[config.mk]
export PLATFORM = sky130hd
export DESIGN_NAME = write_through_buffer
export DESIGN_NICKNAME = d
export VERILOG_FILES = /design/src/rtl/write_through_buffer_pkg.sv /design/src/rtl/wtb_fifo_mem.sv /design/src/rtl/write_through_buffer.sv
export SDC_FILE = /design/constraint.sdc
export NUM_CORES = 1
export LEC_CHECK = 0
export CAP_MARGIN = 20
export CELL_PAD_IN_SITES_DETAIL_PLACEMENT = 1
export CELL_PAD_IN_SITES_GLOBAL_PLACEMENT = 2
export CORE_UTILIZATION = 44
export CTS_CLUSTER_SIZE = 10
export DETAILED_ROUTE_END_ITERATION = 8
export PLACE_DENSITY = 0.89
export RECOVER_POWER = 25
export SYNTH_ARGS = -nofsm -noshare
export SYNTH_HDL_FRONTEND = slang
export SYNTH_HIERARCHICAL = 1
export SYNTH_SLANG_ARGS = --single-unit
[constraint.sdc]
create_clock -name clk -period 5.8 [get_ports clk]
set_input_delay 1.45 -clock clk [delete_from_list [all_inputs] [get_ports clk]]
set_output_delay 1.45 -clock clk [all_outputs]
set_load 0.005 [all_outputs]
[src/rtl/write_through_buffer_pkg.sv]
// Shared cache package for the write-through buffer.
// Holds default widths, the drain FSM state encoding and the buffered
// store record used by write_through_buffer and wtb_fifo_mem.
package write_through_buffer_pkg;

    localparam int WTB_ADDR_WIDTH = 10;
    localparam int WTB_DATA_WIDTH = 32;
    localparam int WTB_DEPTH      = 4;

    typedef enum logic {
        IDLE  = 1'b0,
        WRITE = 1'b1
    } wtb_state_t;

    // One buffered store at the default widths.
    // wtb_fifo_mem builds a record with the same fields at its configured widths.
    typedef struct packed {
        logic [WTB_ADDR_WIDTH-1:0] addr;
        logic [WTB_DATA_WIDTH-1:0] data;
    } wtb_entry_t;

endpackage

[src/rtl/wtb_fifo_mem.sv]
// Storage array and circular pointer logic for the write-through buffer.
// Pushes go in at wr_ptr and pops retire the head at rd_ptr.
// count tracks occupancy, and the caller guarantees that it never overflows
// or underflows.
// With WTB_FORWARD_EN defined, the raw entry array is exported so that the
// top module can search it for a read-miss address.
module wtb_fifo_mem
    import write_through_buffer_pkg::*;
#(
    parameter int address_width = WTB_ADDR_WIDTH,
    parameter int WIDTH         = WTB_DATA_WIDTH,
    parameter int DEPTH         = WTB_DEPTH,
    localparam int PTR_W        = $clog2(DEPTH),
    localparam int CNT_W        = PTR_W + 1
)(
    input  logic                     clk,
    input  logic                     reset,
    input  logic                     push,
    input  logic [address_width-1:0] push_addr,
    input  logic [WIDTH-1:0]         push_data,
    input  logic                     pop,
    output logic [address_width-1:0] head_addr,
    output logic [WIDTH-1:0]         head_data,
    output logic [address_width-1:0] next_addr,
    output logic [WIDTH-1:0]         next_data,
    output logic [CNT_W-1:0]         count,
    output logic [PTR_W-1:0]         rd_ptr
`ifdef WTB_FORWARD_EN
   ,output logic [address_width-1:0] entry_addr [DEPTH],
    output logic [WIDTH-1:0]         entry_data [DEPTH]
`endif
);

    // Same fields as wtb_entry_t, sized to this instance.
    typedef struct packed {
        logic [address_width-1:0] addr;
        logic [WIDTH-1:0]         data;
    } entry_t;

    localparam logic [PTR_W-1:0] LAST_IDX = PTR_W'(DEPTH - 1);
    localparam logic [PTR_W-1:0] ONE_PTR  = PTR_W'(1);
    localparam logic [CNT_W-1:0] ONE_CNT  = CNT_W'(1);

    entry_t           mem [DEPTH];
    logic [PTR_W-1:0] wr_ptr;
    logic [PTR_W-1:0] rd_next;
    logic [PTR_W-1:0] wr_next;

    assign wr_next = (wr_ptr == LAST_IDX) ? '0 : wr_ptr + ONE_PTR;
    assign rd_next = (rd_ptr == LAST_IDX) ? '0 : rd_ptr + ONE_PTR;

    assign head_addr = mem[rd_ptr].addr;
    assign head_data = mem[rd_ptr].data;
    assign next_addr = mem[rd_next].addr;
    assign next_data = mem[rd_next].data;

    // The entry array has no reset.
    // A slot is only read once count says that it holds a store.
    always_ff @(posedge clk) begin
        if (push) begin
            mem[wr_ptr] <= '{addr: push_addr, data: push_data};
        end
    end

    // Pointer and occupancy bookkeeping.
    // A simultaneous push and pop moves both pointers and leaves count unchanged.
    always_ff @(posedge clk or posedge reset) begin
        if (reset) begin
            wr_ptr <= '0;
            rd_ptr <= '0;
            count  <= '0;
        end else begin
            if (push) begin
                wr_ptr <= wr_next;
            end
            if (pop) begin
                rd_ptr <= rd_next;
            end
            case ({push, pop})
                2'b10:   count <= count + ONE_CNT;
                2'b01:   count <= count - ONE_CNT;
                default: count <= count;
            endcase
        end
    end

`ifdef WTB_FORWARD_EN
    // Expose every slot so the top module can search for a read-miss address.
    always_comb begin
        for (int i = 0; i < DEPTH; i++) begin
            entry_addr[i] = mem[i].addr;
            entry_data[i] = mem[i].data;
        end
    end
`endif

endmodule

[src/rtl/write_through_buffer.sv]
// Write-through store buffer that sits between a cache controller and main memory.
// Stores are queued in wtb_fifo_mem and drained in order by a two-state FSM.
// The head store stays counted, and therefore searchable, until memory acks it.
// Optional feature: define WTB_FORWARD_EN to forward buffered data to read misses.
// Without it, rd_hit and rd_data are tied to zero.
module write_through_buffer
    import write_through_buffer_pkg::*;
#(
    parameter int address_width = WTB_ADDR_WIDTH,
    parameter int WIDTH         = WTB_DATA_WIDTH,
    parameter int DEPTH         = WTB_DEPTH
)(
    input  logic                     clk,
    input  logic                     reset,
    input  logic                     wr_req,
    input  logic [address_width-1:0] wr_addr,
    input  logic [WIDTH-1:0]         wr_data,
    output logic                     wr_full,
    output logic                     empty,
    input  logic [address_width-1:0] rd_addr,
    output logic                     rd_hit,
    output logic [WIDTH-1:0]         rd_data,
    output logic                     mem_wr_req,
    output logic [address_width-1:0] mem_addr,
    output logic [WIDTH-1:0]         mem_wdata,
    input  logic                     mem_wr_ack
);

    localparam int PTR_W = $clog2(DEPTH);
    localparam int CNT_W = PTR_W + 1;

    wtb_state_t               state;
    logic                     push;
    logic                     pop;
    logic [CNT_W-1:0]         count;
    logic [PTR_W-1:0]         rd_ptr;
    logic [address_width-1:0] head_addr;
    logic [WIDTH-1:0]         head_data;
    logic [address_width-1:0] next_addr;
    logic [WIDTH-1:0]         next_data;
`ifdef WTB_FORWARD_EN
    logic [address_width-1:0] entry_addr [DEPTH];
    logic [WIDTH-1:0]         entry_data [DEPTH];
`endif

    // A full buffer rejects a push even when an ack frees a slot on the same edge.
    assign wr_full = (count == CNT_W'(DEPTH));
    assign push    = wr_req && !wr_full;
    assign pop     = (state == WRITE) && mem_wr_ack;
    assign empty   = (count == '0) && (state == IDLE);

    wtb_fifo_mem #(
        .address_width (address_width),
        .WIDTH         (WIDTH),
        .DEPTH         (DEPTH)
    ) u_fifo (
        .clk        (clk),
        .reset      (reset),
        .push       (push),
        .push_addr  (wr_addr),
        .push_data  (wr_data),
        .pop        (pop),
        .head_addr  (head_addr),
        .head_data  (head_data),
        .next_addr  (next_addr),
        .next_data  (next_data),
        .count      (count),
        .rd_ptr     (rd_ptr)
`ifdef WTB_FORWARD_EN
       ,.entry_addr (entry_addr),
        .entry_data (entry_data)
`endif
    );

    // Drain FSM that presents one store at a time to memory and holds it until acked.
    // On an ack, the store behind the head is loaded immediately, so there is no idle bubble.
    // If the only store behind the head is being pushed on this edge, it is taken directly from the write port.
    always_ff @(posedge clk or posedge reset) begin
        if (reset) begin
            state      <= IDLE;
            mem_wr_req <= 1'b0;
            mem_addr   <= '0;
            mem_wdata  <= '0;
        end else begin
            case (state)
                IDLE: begin
                    if (count != '0) begin
                        state      <= WRITE;
                        mem_wr_req <= 1'b1;
                        mem_addr   <= head_addr;
                        mem_wdata  <= head_data;
                    end
                end
                WRITE: begin
                    if (mem_wr_ack) begin
                        if (count > CNT_W'(1)) begin
                            mem_addr  <= next_addr;
                            mem_wdata <= next_data;
                        end else if (push) begin
                            mem_addr  <= wr_addr;
                            mem_wdata <= wr_data;
                        end else begin
                            state      <= IDLE;
                            mem_wr_req <= 1'b0;
                        end
                    end
                end
                default: begin
                    state      <= IDLE;
                    mem_wr_req <= 1'b0;
                end
            endcase
        end
    end

`ifdef WTB_FORWARD_EN
    // Search the live entries from oldest to youngest.
    // A later match overrides an earlier one, so the youngest store wins.
    always_comb begin
        logic [PTR_W-1:0] idx;
        idx     = '0;
        rd_hit  = 1'b0;
        rd_data = '0;
        for (int k = 0; k < DEPTH; k++) begin
            idx = rd_ptr + PTR_W'(k);
            if ((CNT_W'(k) < count) && (entry_addr[idx] == rd_addr)) begin
                rd_hit  = 1'b1;
                rd_data = entry_data[idx];
            end
        end
    end
`else
    logic unused_fwd;

    // Without forwarding, the cache controller waits for empty before a read miss.
    assign rd_hit     = 1'b0;
    assign rd_data    = '0;
    assign unused_fwd = ^{rd_addr, rd_ptr};
`endif

endmodule

==> impl_metrics.toml <==
[status]
run_status = "completed"

[floorplanning]
dieArea_um2 = 25300
die_x_um = 159
io_pins = 134
fp-row-count = 57
initial_core_util_pct = 44.7
coreArea_um2 = 24200
die_h_um = 159

[finish]
final_common_cell = "edfxtp_1"
fin_nets = 788
area_growth_pct = 16.0
fill_cells = 2313
final_core_util_pct = 51.9
most-common-layout-cells = "edfxtp_1 (168), mux4_2 (82), clkdlybuf4s50_1 (59)"
drive_gt1_share_pct = 19.5

[critical_path]
reg2reg_slack_ps = 2060
worstSetupEndpointType = "output port"
worst_setup_path_start_kind = "flop"
critPathMaxFanout = 55
cp.required_ps = 4350
arrival_ps = 2330
crit_type = "flop to output port"

[clock_tree]
cts_buffers = 25
clkLatencyLatePin_ps = 520
clk_pin_slew_ps = 60
ctsHoldBuffers = 0
cts_tree = "built"
postCtsSetupBuffers = 0
clk_path_buf_depth = 3
cts-root-buf = "clkbuf_16"
cts.sinks = 219
h-tree-depth = 1
cts_resized = 0

[flow_run]
drv_cap = 0

[pwr]
p_int_mw = 4.71
powerDensity_nw_per_um2 = 567
combPwrFrac_pct = 44.6
seq_power_share_pct = 35.6
p_leak_nw = 4.68
p_total_mw = 7.13
ir_worst_vdd_mv = 0.307
p_sw_mw = 2.43
switching_share_pct = 34.0
clockPowerShare_pct = 19.8

[yosys]
synth_compound_area_share_pct = 7.88
ys_seq_elements = 219
seq_area_frac_synth_pct = 58.3
synth-adder-area-share_pct = 0.876
syn_area_per_cell_um2 = 16.9
synth_top_family_by_area = "multiplexers"
synth_area_um2 = 10900
synth_mux_area_share_pct = 21.7
synth-simple-area-share_pct = 3.57
yosysWarnings = 6
synth_cells = 642
synth_xor_area_share_pct = 0.242
ys_types = 37

[sta]
fin_setup_tns_ps = 0
fin_skew_ps = 14.7
max_freq_mhz = 265
rsz0062_at_grt = "false"
hold_violations = 0
setup_viol = 0
fin_crit_ps = 3780
slew_violations = 0
timing.final.crit_share_pct = 65.1
tightest_slew_ps = 980
relSlewSlack_pct = 34.7

[placed_design]
gp_congestion = 0.697
dpl.hpwl_um = 15400
portBuffers = 90

[global_routing]
grt_usage_pct = 20.4
grt_pass1_vias = 6954
antenna_found_initial = 0
grt-ovfl-total = 0
grt_pass1_wl_um = 40200
grt_max_degree = 78

[route]
drc = 0
drt-initial-drc-count = 374
vias_per_cell = 5.83
vias = 6227
avgRoutedWirePerCell_um = 23.8
dr.pass1.iters = 7
routed_wl_um = 25500
final_antenna_net_count = 0

[min_path]
min_path_type = "flop to flop"
[final timing paths]
check / from / to / cells past startpoint
hold / removal: mem_wdata[10]$_DFFE_PP0P_ / mem_wdata[10]$_DFFE_PP0P_ / 2
setup reg to reg: u_fifo/rd_ptr[0]$_DFFE_PP0P_ / mem_addr[5]$_DFFE_PP0P_ / 6
setup / recovery: state$_DFF_PP0_ / empty / 2
hold reg to reg: mem_wdata[10]$_DFFE_PP0P_ / mem_wdata[10]$_DFFE_PP0P_ / 2
min in group asynchronous: reset / u_fifo/rd_ptr[0]$_DFFE_PP0P_ / 2
max in group asynchronous: reset / state$_DFF_PP0_ / 3
[kinds of logic (layout without fill, tap and decap cells)]
| logic type | Yosys count | after routing |
|---|---|---|
| flops | 219 | 219 |
| buf+inv | 133 | 203 |
| mux | 129 | 129 |
| compound gates | 92 | 92 |
| simple gates | 58 | 58 |
| fa+ha+maj | 7 | 7 |
| xor+xnor | 3 | 3 |
| other cells | 1 | 34 |
[state kept, by name, summed over array words and instances (netlist names)]
signal,cells
u_fifo/mem,168
mem_wdata,32
mem_addr,10
u_fifo/count,3
u_fifo/rd_ptr,2
u_fifo/wr_ptr,2
mem_wr_req,1
state,1
[power by group through the flow]
stage / clock [mW] / combinational, mW / sequential (mW)
floorplan: 0 / 2.47 / 2.35
finish: 1.41 / 3.18 / 2.54
detailed placement: 0 / 3.17 / 2.58
global route: 1.50 / 3.42 / 2.60
global placement: 0 / 3.04 / 2.53
CTS: 1.44 / 3.19 / 2.55
[cell usage after synthesis]
| cell | instances | area, µm² |
|---|---|---|
| ha_1 | 6 | 75.1 |
| xor2_1 | 1 | 8.76 |
| nor2b_1 | 42 | 263 |
| a21oi_1 | 1 | 5.00 |
| o21ai_0 | 2 | 10.0 |
| o211a_1 | 42 | 420 |
| fa_1 | 1 | 20.0 |
| buf_4 | 47 | 353 |
| a311oi_1 | 42 | 368 |
| clkbuf_1 | 6 | 22.5 |
| mux2i_1 | 43 | 430 |
| o21ai_1 | 1 | 5.00 |
| a211o_1 | 1 | 8.76 |
| nor4_1 | 1 | 6.26 |
| nor4_4 | 1 | 21.3 |
| mux2_2 | 2 | 22.5 |
| nand2b_1 | 1 | 6.26 |
| mux4_2 | 82 | 1850 |
| or2_1 | 1 | 6.26 |
| o31ai_2 | 1 | 12.5 |
| mux4_1 | 2 | 52.6 |
| a21oi_4 | 1 | 16.3 |
| dfrtp_1 | 51 | 1280 |
| nor2_8 | 1 | 20.0 |
| nand2_1 | 1 | 3.75 |
| buf_12 | 3 | 60.1 |
| and2_1 | 5 | 31.3 |
| conb_1 | 1 | 3.75 |
| inv_1 | 49 | 184 |
| nor2_1 | 3 | 11.3 |
| edfxtp_1 | 168 | 5040 |
| buf_2 | 20 | 100 |
| xnor2_1 | 2 | 17.5 |
| o41ai_1 | 1 | 8.76 |
| or3_1 | 1 | 6.26 |
| buf_6 | 8 | 90.1 |
| nor3b_2 | 1 | 12.5 |
[metrics by stage]
step | hold slack, ps | setup slack [ps] | instance area (µm²) | instances
final | 518 | 2020 | 12600 | 1069
after global routing | 536 | 1790 | 12600 | 1068
after CTS | 525 | 1980 | 12500 | 1065
after detailed placement | 511 | 1690 | 11800 | 1019
after global placement | 507 | 1770 | 11800 | 1017
after floorplan | 514 | 2600 | 11000 | 674
[final cells by class]
type	count	area [µm²]	share of cell area, %
Timing Repair Buffer	108	1100	8.73
Antenna cell	1	2.50	0.0199
Clock inverter	1	8.76	0.0696
Multi-Input combinational cell	322	3850	30.6
Inverter	49	184	1.46
Clock buffer	45	701	5.57
Tap cell	324	405	3.22
Sequential cell	219	6330	50.3
[per-layer routing]
metal / track usage (%) / share of wire, % / up-vias
met1: 26.4 / 42 / 3337
met5: 0 / 0 / -
li1: - / - / 2664
met2: 35.6 / 51 / 189
met3: 3.07 / 4.9 / 37
met4: 6.42 / 1.8 / 0
[worst max-delay path, cell delays in order, from the launching register on]
cell and delay [ps]:
dfrtp_4 710, nor4_4 500, clkdlybuf4s50_1 580
Note: power is estimated with default switching activity, not from simulation.
